File: src/rtl/seg_scan_ctrl.sv
// Multiplexed 7-segment scan controller driving a BCD decoder with lamp-test, blanking
// and latch controls, double-buffered display data and leading-zero blanking.
module seg_scan_ctrl #(
    parameter int unsigned NUM_DIGITS = 4,
    parameter int unsigned DWELL      = 1000,
    parameter int unsigned BLANK      = 8,
    parameter int unsigned LT_CYCLES  = 50000
) (
    input  logic                    clk,
    input  logic                    rst,
    input  logic [4*NUM_DIGITS-1:0] data,
    input  logic                    load,
    output logic                    ready,
    input  logic                    lamp_test,
    input  logic                    lzb_en,
    output logic [3:0]              A,
    output logic                    LT_N,
    output logic                    BI_N,
    output logic                    LE,
    output logic [NUM_DIGITS-1:0]   dig_sel,
    output logic                    frame_done
);

    localparam int unsigned MaxA   = (LT_CYCLES > DWELL) ? LT_CYCLES : DWELL;
    localparam int unsigned MaxCnt = (MaxA > BLANK) ? MaxA : BLANK;
    localparam int unsigned CW     = $clog2(MaxCnt + 1);
    localparam int unsigned IW     = $clog2(NUM_DIGITS);
    localparam int unsigned DW     = 4 * NUM_DIGITS;

    localparam logic [CW-1:0] LampLast  = CW'(LT_CYCLES - 1);
    localparam logic [CW-1:0] BlankLast = CW'(BLANK - 1);
    localparam logic [CW-1:0] DwellLast = CW'(DWELL - 1);
    localparam logic [IW-1:0] IdxLast   = IW'(NUM_DIGITS - 1);

    typedef enum logic [1:0] {Lamp, Blnk, Latch, Show} state_e;

    state_e          state_q, state_d;
    logic [CW-1:0]   cnt_q, cnt_d;
    logic [IW-1:0]   idx_q, idx_d;
    logic            lzb_q, lzb_d;
    logic            wrap_q, wrap_d;
    logic [DW-1:0]   active_q, active_d;
    logic [DW-1:0]   pdata_q, pdata_d;
    logic            pend_q, pend_d;

    logic [3:0]            a_q, a_d;
    logic                  lt_n_q, lt_n_d;
    logic                  bi_n_q, bi_n_d;
    logic                  le_q, le_d;
    logic [NUM_DIGITS-1:0] dig_sel_q, dig_sel_d;
    logic                  frame_done_q;

    logic [NUM_DIGITS-1:0] zero_above;
    logic [3:0]            nib;
    logic                  accept;

    assign ready      = ~pend_q;
    assign accept     = load & ~pend_q;
    assign A          = a_q;
    assign LT_N       = lt_n_q;
    assign BI_N       = bi_n_q;
    assign LE         = le_q;
    assign dig_sel    = dig_sel_q;
    assign frame_done = frame_done_q;

    // zero_above[i]: nibble i and every more significant nibble are zero.
    always_comb begin
        zero_above = '0;
        zero_above[NUM_DIGITS-1] = (active_q[DW-1 -: 4] == 4'h0);
        for (int i = int'(NUM_DIGITS) - 2; i >= 0; i--) begin
            zero_above[i] = zero_above[i+1] && (active_q[4*i +: 4] == 4'h0);
        end
    end

    assign nib = active_q[{idx_q, 2'b00} +: 4];

    always_comb begin
        state_d = state_q;
        cnt_d   = cnt_q + 1'b1;
        idx_d   = idx_q;
        lzb_d   = lzb_q;
        wrap_d  = 1'b0;
        unique case (state_q)
            Lamp: begin
                if (cnt_q == LampLast) begin
                    state_d = Blnk;
                    cnt_d   = '0;
                    idx_d   = '0;
                end
            end
            Blnk: begin
                if (cnt_q == BlankLast) begin
                    state_d = Latch;
                    cnt_d   = '0;
                    lzb_d   = lzb_en;
                end
            end
            Latch: begin
                state_d = Show;
                cnt_d   = '0;
            end
            Show: begin
                if (cnt_q == DwellLast) begin
                    state_d = Blnk;
                    cnt_d   = '0;
                    if (idx_q == IdxLast) begin
                        idx_d  = '0;
                        wrap_d = 1'b1;
                    end else begin
                        idx_d = idx_q + 1'b1;
                    end
                end
            end
            default: state_d = Lamp;
        endcase
    end

    // A load landing exactly on the wrap goes straight to the active buffer.
    always_comb begin
        active_d = active_q;
        pdata_d  = pdata_q;
        pend_d   = pend_q;
        if (wrap_d) begin
            if (pend_q) begin
                active_d = pdata_q;
                pend_d   = 1'b0;
            end else if (load) begin
                active_d = data;
            end
        end else if (accept) begin
            pdata_d = data;
            pend_d  = 1'b1;
        end
    end

    always_comb begin
        a_d       = nib;
        lt_n_d    = 1'b1;
        bi_n_d    = 1'b0;
        le_d      = 1'b0;
        dig_sel_d = '0;
        unique case (state_q)
            Lamp: begin
                a_d       = 4'h0;
                lt_n_d    = 1'b0;
                bi_n_d    = 1'b1;
                dig_sel_d = '1;
            end
            Latch, Show: begin
                dig_sel_d = NUM_DIGITS'(1) << idx_q;
                lt_n_d    = ~lamp_test;
                bi_n_d    = lamp_test | ~(lzb_q & (idx_q != '0) & zero_above[idx_q]);
                le_d      = (state_q == Show);
            end
            default: ;
        endcase
    end

    always_ff @(posedge clk) begin
        if (rst) begin
            state_q      <= Lamp;
            cnt_q        <= '0;
            idx_q        <= '0;
            lzb_q        <= 1'b0;
            wrap_q       <= 1'b0;
            active_q     <= '0;
            pdata_q      <= '0;
            pend_q       <= 1'b0;
            a_q          <= 4'h0;
            lt_n_q       <= 1'b1;
            bi_n_q       <= 1'b0;
            le_q         <= 1'b0;
            dig_sel_q    <= '0;
            frame_done_q <= 1'b0;
        end else begin
            state_q      <= state_d;
            cnt_q        <= cnt_d;
            idx_q        <= idx_d;
            lzb_q        <= lzb_d;
            wrap_q       <= wrap_d;
            active_q     <= active_d;
            pdata_q      <= pdata_d;
            pend_q       <= pend_d;
            a_q          <= a_d;
            lt_n_q       <= lt_n_d;
            bi_n_q       <= bi_n_d;
            le_q         <= le_d;
            dig_sel_q    <= dig_sel_d;
            frame_done_q <= wrap_q;
        end
    end

endmodule
File: config.mk
export PLATFORM = sky130hd
export DESIGN_NAME = seg_scan_ctrl
export DESIGN_NICKNAME = d
export VERILOG_FILES = /design/src/rtl/seg_scan_ctrl.sv
export SDC_FILE = /design/constraint.sdc
export NUM_CORES = 1
export LEC_CHECK = 0
export CORE_MARGIN = 4
export CORE_UTILIZATION = 50
export CTS_BUF_LIST = sky130_fd_sc_hd__clkbuf_8 sky130_fd_sc_hd__clkbuf_16
export CTS_CLUSTER_SIZE = 16
export DETAILED_ROUTE_END_ITERATION = 8
export PLACE_DENSITY = 0.74
export RECOVER_POWER = 50
export SYNTH_ARGS = -nofsm -noshare
export SYNTH_HDL_FRONTEND = slang
export SYNTH_SLANG_ARGS = --single-unit
File: constraint.sdc
create_clock -name clk -period 4.5 [get_ports clk]
set_input_delay 1.125 -clock clk [delete_from_list [all_inputs] [get_ports clk]]
set_output_delay 1.125 -clock clk [all_outputs]
set_load 0.05 [all_outputs]
==> impl_results.md, run 1 <==
* Status: finished with violations
* Violated checks: max-capacitance violations, max-slew violations
* Overflow after GRT at 0
* Critical path class: primary input to register
* Largest net degree at the start of global routing at 52
* Largest family of logic cells by synthesized area: simple AND/OR/NAND/NOR gates
* Vias per inst at between 5 and 6
* TritonCTS clock tree: built
* TritonCTS Buffers at 9
* Vias after detailed routing at approximately 2300
* Post-DP HPWL at between 3 and 4 mm
* All-layer global routing usage at 0.1684
* Most frequent CP cell: nor2_1
* Boundary Pins at 34
* GR Util met2 at 0.2413
* Max Fclk at about 330 MHz
* Synthesized area per cell at roughly 9.9 um^2
* Die height at 86.38 um
* Post-CTS sizing at 0
* Most used DFF post-synth: dfxtp_1
* FP Rows at 28
* Synthesis-to-layout area growth at 16.54%
* CP max stage delay at ~0.94 ns
* Placer Congestion at about 0.85
* Leakage at roughly 0.0013 uW
* Critical path, cell by cell: dlygate4sd3_1 -> nor2_1 -> nor4_4 -> clkbuf_1 -> nor2_1 -> a211oi_1
* Number of synthesized flops with an enable pin at 0
* Final Hold Viols at 0
* CTS Buffer Depth at 2
* Gate Count Post-Synth at 310
* Final #Nets at between 300 and 400
* Post-Synth Adder-Cell Area at 0.03666
* Ys Warns at 0
* Core ar. at 0.005956 mm^2
* MaxCap Viol Count at 1
* H-Tree Depth at 3
* Setup crit start kind: primary input
* Critical path's slowest cell: clkbuf_1
* Setup repair bufs after CTS at 0
* Initial antenna violation count at 0
* CTS Hold Bufs at 0
* Vias in the first global route at about 2100
* Synthesized area at approximately 0.003 mm^2
* Critical path fanouts, max at 32
* Final Cycle Share at 0.6776
* GRT busiest layer: met2
* Yosys reg bits at 67
* Die Wd at about 86 um
* Delay-heaviest family, CP: buffers and inverters
* Antenna-violating nets left at 0
* Sink count of the clock tree at between 60 and 70
* Starting Density at 0.5158
* Global-route wire length before repair at 9.818 mm
* Ant diodes at 0
* Setup TNS at 0 ns
* Complex-gate fraction of the synthesized area at 0.1055
* Crit. End Element: register
* Cell variety after synth at 48
* Die area at between 0.007 and 0.008 mm^2
* Final Max Tran Viols at 17
* DRT Wirelength at ~5.7 mm
* Yosys top cell by area: dfxtp_1
* Peak VDD IR at 0.2229 mV
* Detailed-route wire length per cell at approximately 14 um
* Skew final at around 0.011 ns
* Slew HR at -0.2248
* Root buf cell: clkbuf_8
* Initial DRC count at 97
* Tmin final at slightly above 3 ns
* Min-Delay Path Class: register to register
* Syn_nets at 340
* Tot Pwr at 1310 uW
* Worst Tran Pin Value at ~1.8 ns
* Synth Area in XOR/XNOR at 0.03992
* Area fraction of the dominant cell type after synthesis at 0.4367
* Grt met1 use at 0.2372
* Worst EP required at about 4.8 ns
* Top cells by area, synth: dfxtp_1 44%, mux2i_1 11%, nor2_1 6.4%
* Port bufs at 33
* Clk Latency, worst-skew pair at between 0.3 and 0.4 ns
* Worst EP arrival at roughly 3.3 ns
* Met3 usage at 0.04943
* Sequential element share of the synthesized area at 0.4367
* Reg clk slew, reported paths at 0.07 ns
* First-pass DRT Iterations at 4
* RSZ-0062 raised after global routing: no
* Layout cells sized above 1 at 0.09302
* CP bufs+invs at 2
* Async set or reset register ratio after synthesis at 0
* Final setup fails at 0
* Remaining DRCs at 0
* Mux cell area share after synthesis at 0.1438
* Post-Synth Simple-Gate Area at 0.1902
* Pwr/cell area at ~370 mW/mm^2
[path summary, 6_finish.rpt]
| kind | startpoint | to | slack, ns | cells past startpoint |
|---|---|---|---|---|
| setup / recovery | load | active_q[9] | 1.45 | 6 |
| hold / removal | wrap_q | frame_done | 0.44 | 1 |
| setup reg to reg | idx_q[0] | pdata_q[1] | 1.58 | 5 |
| hold reg to reg | wrap_q | frame_done | 0.44 | 1 |
[per-stage QoR]
stage / hold WS (ns) / setup slack [ns] / cell area, um^2 / cells / utilization
2_1_floorplan: 0.4138 / 2.518 / 3072 / 310 / -
3_3_place_gp: 0.4221 / 1.583 / 3400 / 403 / 0.5708
3_5_place_dp: 0.4342 / 1.509 / 3400 / 403 / 0.5708
4_1_cts: 0.4497 / 1.528 / 3593 / 419 / 0.6034
5_1_grt: 0.4729 / 1.137 / 3580 / 419 / 0.6011
6_report: 0.4420 / 1.451 / 3580 / 419 / 0.6011
[cells in the mapped netlist, types with 2 or more instances]
library cell  number
dfxtp_1           67
nor2_1            52
mux2i_1           34
a21oi_1           22
a211oi_1          17
xnor2_1           10
ha_1               9
nand3_1            8
clkbuf_1           7
inv_1              7
nand2_1            5
nor3_1             5
and2_1             4
and3_1             4
buf_2              4
mux4_2             4
nand4_1            4
nor4_1             4
xor2_1             4
buf_6              3
nand2b_1           3
a21boi_0           2
buf_4              2
nor2b_1            2
o21ai_0            2
o31ai_1            2
or4_1              2
[worst register-to-register path, cell delays in order, from the launching register on]
cell and delay, ns:
dfxtp_1 0.57, ha_1 0.28, nand2_1 0.13, o311ai_2 1.44, mux2i_1 0.33, nor2_1 0.06
[cell families (layout without fill, tap and decap cells)]
logic type,Yosys count,count (layout)
AOI/OAI and AO/OA,49,49
xor gates and xnor gates,14,14
adders and majority gates,9,9
buffers and inverters,25,59
DFF,67,67
muxes,39,39
and+or+nand+nor,107,107
[report_power, final]
| group | internal [uW] | total [uW] | switching [uW] |
|---|---|---|---|
| combinational | 80.7 | 190 | 110 |
| clock | 254 | 482 | 228 |
| sequential | 620 | 637 | 16.9 |
| total | 955 | 1310 | 354 |
[flip-flops by register name (all words and copies together) (netlist names), 2 cells and up]
| name | flops |
|---|---|
| state_q | 2 |
| idx_q | 2 |
| pdata_q | 16 |
| cnt_q | 16 |
| A | 4 |
| active_q | 16 |
| dig_sel | 4 |
[cells in the final DEF (no fill, tap or decap), types with 2 or more instances in the layout]
cell type and count:
mux2i_1 34, clkinv_2 2, and2_0 4, nor2_1 52, dfxtp_1 67, nor3_1 5, a211oi_1 17, and3_1 4
nor2b_1 2, or4_1 2, clkinv_4 3, clkbuf_8 9, dlygate4sd3_1 4, o31ai_1 2, nand2b_1 3, ha_1 9
mux4_2 4, inv_1 8, a21boi_0 2, nand3_1 8, o21ai_0 2, xor2_1 4, buf_4 2, nand4_1 4
nor4_1 4, a21oi_1 22, nand2_1 5, clkdlybuf4s50_1 29, xnor2_1 10
[layout make-up]
class / count / area, um^2
well taps: 75 / 93.84
flip-flops and latches: 67 / 1341
clock inverters: 7 / 70.07
repair buffers: 36 / 349.1
inverters: 7 / 26.28
clock buffers: 9 / 123.9
multi-input cells: 218 / 1575
fillers: 518 / 2376
[metal layers]
layer / routed length (um) / vias up
met5: 0 / -
met4: 75 / 0
met3: 334 / 7
met2: 2487 / 49
met1: 2806 / 1052
li1: - / 1161
(Power assumes the default switching activity.)
==> run 2: changes to the inputs <==
--- a/config.mk
+++ b/config.mk
@@ -10,7 +10,7 @@
 export CTS_BUF_LIST = sky130_fd_sc_hd__clkbuf_8 sky130_fd_sc_hd__clkbuf_16
 export CTS_CLUSTER_SIZE = 16
 export DETAILED_ROUTE_END_ITERATION = 8
-export PLACE_DENSITY = 0.74
+export PLACE_DENSITY = 0.77
 export RECOVER_POWER = 50
 export SYNTH_ARGS = -nofsm -noshare
 export SYNTH_HDL_FRONTEND = slang
==> constraint.sdc (replaced) <==
create_clock -name clk -period 2.79 [get_ports clk]
set_input_delay 0.6975 -clock clk [delete_from_list [all_inputs] [get_ports clk]]
set_output_delay 0.6975 -clock clk [all_outputs]
set_load 0.05 [all_outputs]
==> run 2 against run 1 <==
  * The flow now finishes without violations
  * Power is 54% higher
  * Clock skew is 0.00080 ns higher
  * Sequential share of layout area rose by 0.29 points
  * First-iteration DRC count is 5.2% higher
  * Hold slack improved by 0.0012 ns
  * Via count decreased by 0.71%
  * Cell area is 0.77% lower
  * Global-route usage increased by 0.28 points
  * Critical path depth is 1 lower
  * Critical endpoint is now pdata_q[4]
==> impl_results.md, run 2 (synthesized netlist as in run 1, its figures left out) <==
* Status: finished clean
* Final Hold Viols at 0
* Delay-heaviest family, CP: compound AO/OA/AOI/OAI gates
* CTS Buffer Depth at 2
* Vias in the first global route at about 2200
* Worst Tran Pin Value at between 1 and 1.5 ns
* Critical path's slowest cell: o311ai_4
* Tmin final at ~2.3 ns
* Metal2 WL at 2.723 mm
* H-Tree Depth at 3
* Commonest cells after routing, fill and taps aside: 67 x dfxtp_1, 52 x nor2_1, 34 x mux2i_1, 26 x clkdlybuf4s50_1, 22 x a21oi_1
* TritonCTS clock tree: built
* Final setup fails at 0
* Remaining DRCs at 0
* Pwr/cell area at around 570 mW/mm^2
* DRT Wirelength at slightly below 6 mm
* Vias per inst at 5.352
* Detailed-route wire length per cell at approximately 14 um
* Post-DP HPWL at roughly 4.2 mm
* Setup crit start kind: register
* Ant diodes at 0
* Core ar. at 0.005956 mm^2
* Largest net degree at the start of global routing at 38
* Critical path class: register to register
* RSZ-0062 raised after global routing: no
* Final Max Tran Viols at 0
* Synthesis-to-layout area growth at 15.64%
* First-pass DRT Iterations at 4
* Skew final at approximately 0.012 ns
* Finished Core Util at 0.5964
* TritonCTS Buffers at 9
* Top layer reached by signal wires: met4
* Reg clk slew, reported paths at about 0.07 ns
* Post-route cell area at ~0.0036 mm^2
* Port bufs at 33
* Worst EP required at ~3 ns
* Max Fclk at between 400 and 500 MHz
* Boundary Pins at 34
* Initial DRC count at 102
* Largest registers: active_q x16, cnt_q x16, pdata_q x16
* Critical path fanouts, max at 16
* Antenna-violating nets left at 0
* Tot Pwr at 2023 uW
* Peak VDD IR at 0.3522 mV
* Crit. End Element: register
* WL met3 at ~310 um
* Root buf cell: clkbuf_8
* CTS Hold Bufs at 0
* Critical path, cell by cell: ha_1 -> nand4_1 -> o311ai_4 -> mux2i_1 -> nor2_1
* Starting Density at 0.5158
* # fillers at roughly 530
* Leakage at ~0.0013 uW
* Most common cell after layout, fill and taps aside: dfxtp_1
* Sink count of the clock tree at 67
* Placed cell area at around 0.0034 mm^2
* Setup TNS at 0 ns
* Die height at roughly 86 um
* Slew HR at 0.2560
* FP Rows at 28
* Clk Latency, worst-skew pair at ~0.34 ns
* CP max stage delay at between 1 and 1.5 ns
* Layout cells sized above 1 at 0.09538
* Overflow after GRT at 0
* MaxCap Viol Count at 0
* DRT met1 WL at approximately 2.8 mm
* Vias after detailed routing at about 2300
* All-layer global routing usage at 0.1711
* Final Cycle Share at 0.8364
* Die Wd at ~86 um
* Post-CTS sizing at 0
* Setup repair bufs after CTS at 0
* Global-route wire length before repair at just under 10 mm
* Final #Nets at approximately 370
* Hold WS at between 0.4 and 0.5 ns
* Die area at ~0.0075 mm^2
* Worst EP arrival at 2.55 ns
* CP bufs+invs at 0
* Initial antenna violation count at 0
* Placer Congestion at ~0.85
* Min-Delay Path Class: register to register
run 2: cell count changes in the layout (fill, tap and decap cells not counted), sizes merged:
cell           previous run  this run
bufinv                    1         0
buf                       2         3
dlygate4sd3               4         6
clkdlybuf4s50            29        26
clkbuf                   10        13
run 2: worst paths after layout:
path         slack, ns  depth (start not counted)          to     start
max reg2reg       0.46                          5  pdata_q[4]  cnt_q[0]
min               0.44                          1  frame_done    wrap_q
max               0.46                          5  pdata_q[4]  cnt_q[0]
min reg2reg       0.44                          1  frame_done    wrap_q
run 2: stage by stage:
step,cells,worst slack (ns)
after floorplan,310,0.9547
after global placement,405,0.5186
after detailed placement,405,0.4739
after CTS,421,0.4937
after global routing,421,0.2464
final,421,0.4565
run 2: area by class of cell:
type	instances	area, um^2	area share
clock buffer	10	137.6	0.03875
timing repair buffer	38	356.6	0.1004
sequential	67	1341	0.3776
clock inverter	6	32.53	0.009158
tap	75	93.84	0.02642
multi-input combinational	218	1564	0.4403
inverter	7	26.28	0.007397
run 2: power by group:
part | internal, uW | switching, uW
Sequential | 1000 | 27.4
Clock | 338 | 352
Combinational | 126 | 178
Total | 1460 | 558
run 2: per-layer routing:
layer	vias to the layer above	track usage
met4	0	0.07082
li1	1162	-
met1	1040	0.2179
met5	-	0
met3	8	0.04848
met2	43	0.2726
==> run 3: changes to the inputs <==
==> constraint.sdc (replaced) <==
create_clock -name clk -period 2 [get_ports clk]
set_input_delay 0.5 -clock clk [delete_from_list [all_inputs] [get_ports clk]]
set_output_delay 0.5 -clock clk [all_outputs]
set_load 0.05 [all_outputs]
==> run 3 against run 2 <==
  * Die area unchanged
  * Sequential power grew 38%
  * Combinational power rose by 69%
  * Largest cell class unchanged
  * Highest routed layer unchanged
==> impl_results.md, run 3 (synthesized netlist as in run 1, its figures left out) <==
* Overflow after GRT at 0
* DRT Wirelength at ~6.7 mm
* Area occupied by multi-input gates at about 0.0016 mm^2
* Critical path fanouts, max at 1
* Sink count of the clock tree at 67
* Leakage at between 0.0015 and 0.002 uW
* Most common cell after layout, fill and taps aside: dfxtp_1
* Die Wd at around 86 um
* Remaining DRCs at 0
* Internal power at about 2100 uW
* Delay-heaviest family, CP: buffers and inverters
* FP Rows at 28
* Crit. Startpoint: A[2]
* Critical path depth in cells at 1
* Hold path startpoint: wrap_q
* Boundary Pins at 34
* Core ar. at approximately 0.0060 mm^2
* Hold path cells at 1
* FF/Latch Area at 0.001343 mm^2
* Worst EP arrival at around 1.5 ns
* R2R Path Start: cnt_q[5]
* Final #Nets at approximately 400
* Placer Congestion at ~0.84
* Port bufs at 33
* Largest registers: active_q x16, cnt_q x16, pdata_q x16
* First-pass DRT Iterations at 4
* Setup TNS at 0 ns
* Initial antenna violation count at 0
* Status: finished clean
* Die height at ~86 um
* Detailed-route wire length per cell at ~15 um
* MaxCap Viol Count at 0
* CP bufs+invs at 1
* Peak VDD IR at ~0.50 mV
* Largest net degree at the start of global routing at 51
* Tmin final at 1.947 ns
* Ant diodes at 0
* Sw Share at 0.2901
* Final setup fails at 0
* Die area at 0.007462 mm^2
* Slew HR at 0.6031
* CTS Hold Bufs at 0
* Finished Core Util at 0.6504
* Global-route wire length before repair at around 12 mm
* Worst Reg-to-Reg Cells at 6
* Max Fclk at roughly 510 MHz
* Final Max Tran Viols at 0
* Critical path, cell by cell: clkdlybuf4s50_1
* Antenna-violating nets left at 0
* Crit. End Element: output port
* Pwr/cell area at 756.8 mW/mm^2
* Switching Power at 850.4 uW
* Commonest cells after routing, fill and taps aside: 66 x dfxtp_1, 52 x nor2_1, 34 x mux2i_1, 33 x buf_4, 30 x clkdlybuf4s50_1
* Reg clk slew, reported paths at roughly 0.070 ns
* All-layer global routing usage at 0.1937
* Worst Tran Pin Value at ~0.60 ns
* Min-Delay Path Class: register to register
* Vias per inst at about 5.5
* Clk Latency, worst-skew pair at approximately 0.35 ns
* Tot Pwr at roughly 2900 uW
* CTS Buffer Depth at 2
* Final Hold Viols at 0
* Starting Density at 0.5158
* TritonCTS clock tree: built
* CP max stage delay at 0.79 ns
* Worst EP required at approximately 1.5 ns
* Sequential share of power at 0.485
* Synthesis-to-layout area growth at 26.11%
* Initial DRC count at 126
* Vias after detailed routing at roughly 2500
* Gate power share at 0.175
* Post-DP HPWL at between 4 and 5 mm
* # fillers at 482
* Setup crit start kind: register
* Vias in the first global route at approximately 2500
* Final Cycle Share at 0.9733
* Layout cells sized above 1 at 0.1921
* TritonCTS Buffers at 9
* Critical path class: register to output port
* Root buf cell: clkbuf_8
* Skew final at 0.01016 ns
* Clock power share at 0.339
* H-Tree Depth at 3
* Critical path's slowest cell: clkdlybuf4s50_1
-- run 3: changes by cell type in the layout (fill, tap and decap cells not counted), moves of 3 or more --
| cell | delta |
|---|---|
| buf_4 | +30 |
| dlygate4sd3_1 | -5 |
| clkdlybuf4s50_1 | +4 |
| buf_12 | +3 |
-- run 3: layout make-up --
type                    instances  share of cell area
clock buffers                   9             0.03198
clock inverters                 7             0.01357
inverters                       7            0.006783
multi-input cells             218              0.4112
flip-flops and latches         67              0.3466
well taps                      75             0.02422
repair buffers                 72              0.1657
-- run 3: repair_timing --
action                     4_1_cts  5_1_grt
buffers inserted                 2        1
pin swaps                        1        4
resized for setup                1        6
setup endpoints to repair       17        3
-- run 3: routing by layer --
layer / GRT usage / share of wire
met1: 0.2510 / 0.44
met3: 0.05323 / 0.061
met4: 0.06941 / 0.018
met5: 0 / 0
met2: 0.3102 / 0.48
-- run 3: final timing paths --
path	to	slack [ns]
setup / recovery	A[2]	0.05
hold / removal	frame_done	0.44
setup reg to reg	state_q[0]	0.06
hold reg to reg	frame_done	0.44
-- run 3: power groups by stage --
stage | clock [uW] | sequential (uW) | combinational, uW
floorplan | 0 | 1530 | 230
global placement | 0 | 1450 | 482
detailed placement | 0 | 1450 | 493
CTS | 1020 | 1420 | 510
global route | 1100 | 1430 | 555
finish | 995 | 1420 | 514
-- run 3: per-stage QoR --
step           hold WS, ns  worst slack [ns]  std cells  instance area, um^2
2_1_floorplan       0.4138            0.1647        310                 3072
3_3_place_gp        0.4190          -0.06072        436                 3670
3_5_place_dp        0.4272           -0.1139        436                 3670
4_1_cts             0.4439           0.01989        454                 3879
5_1_grt             0.4758          -0.02143        455                 3874
6_report            0.4428           0.05343        455                 3874
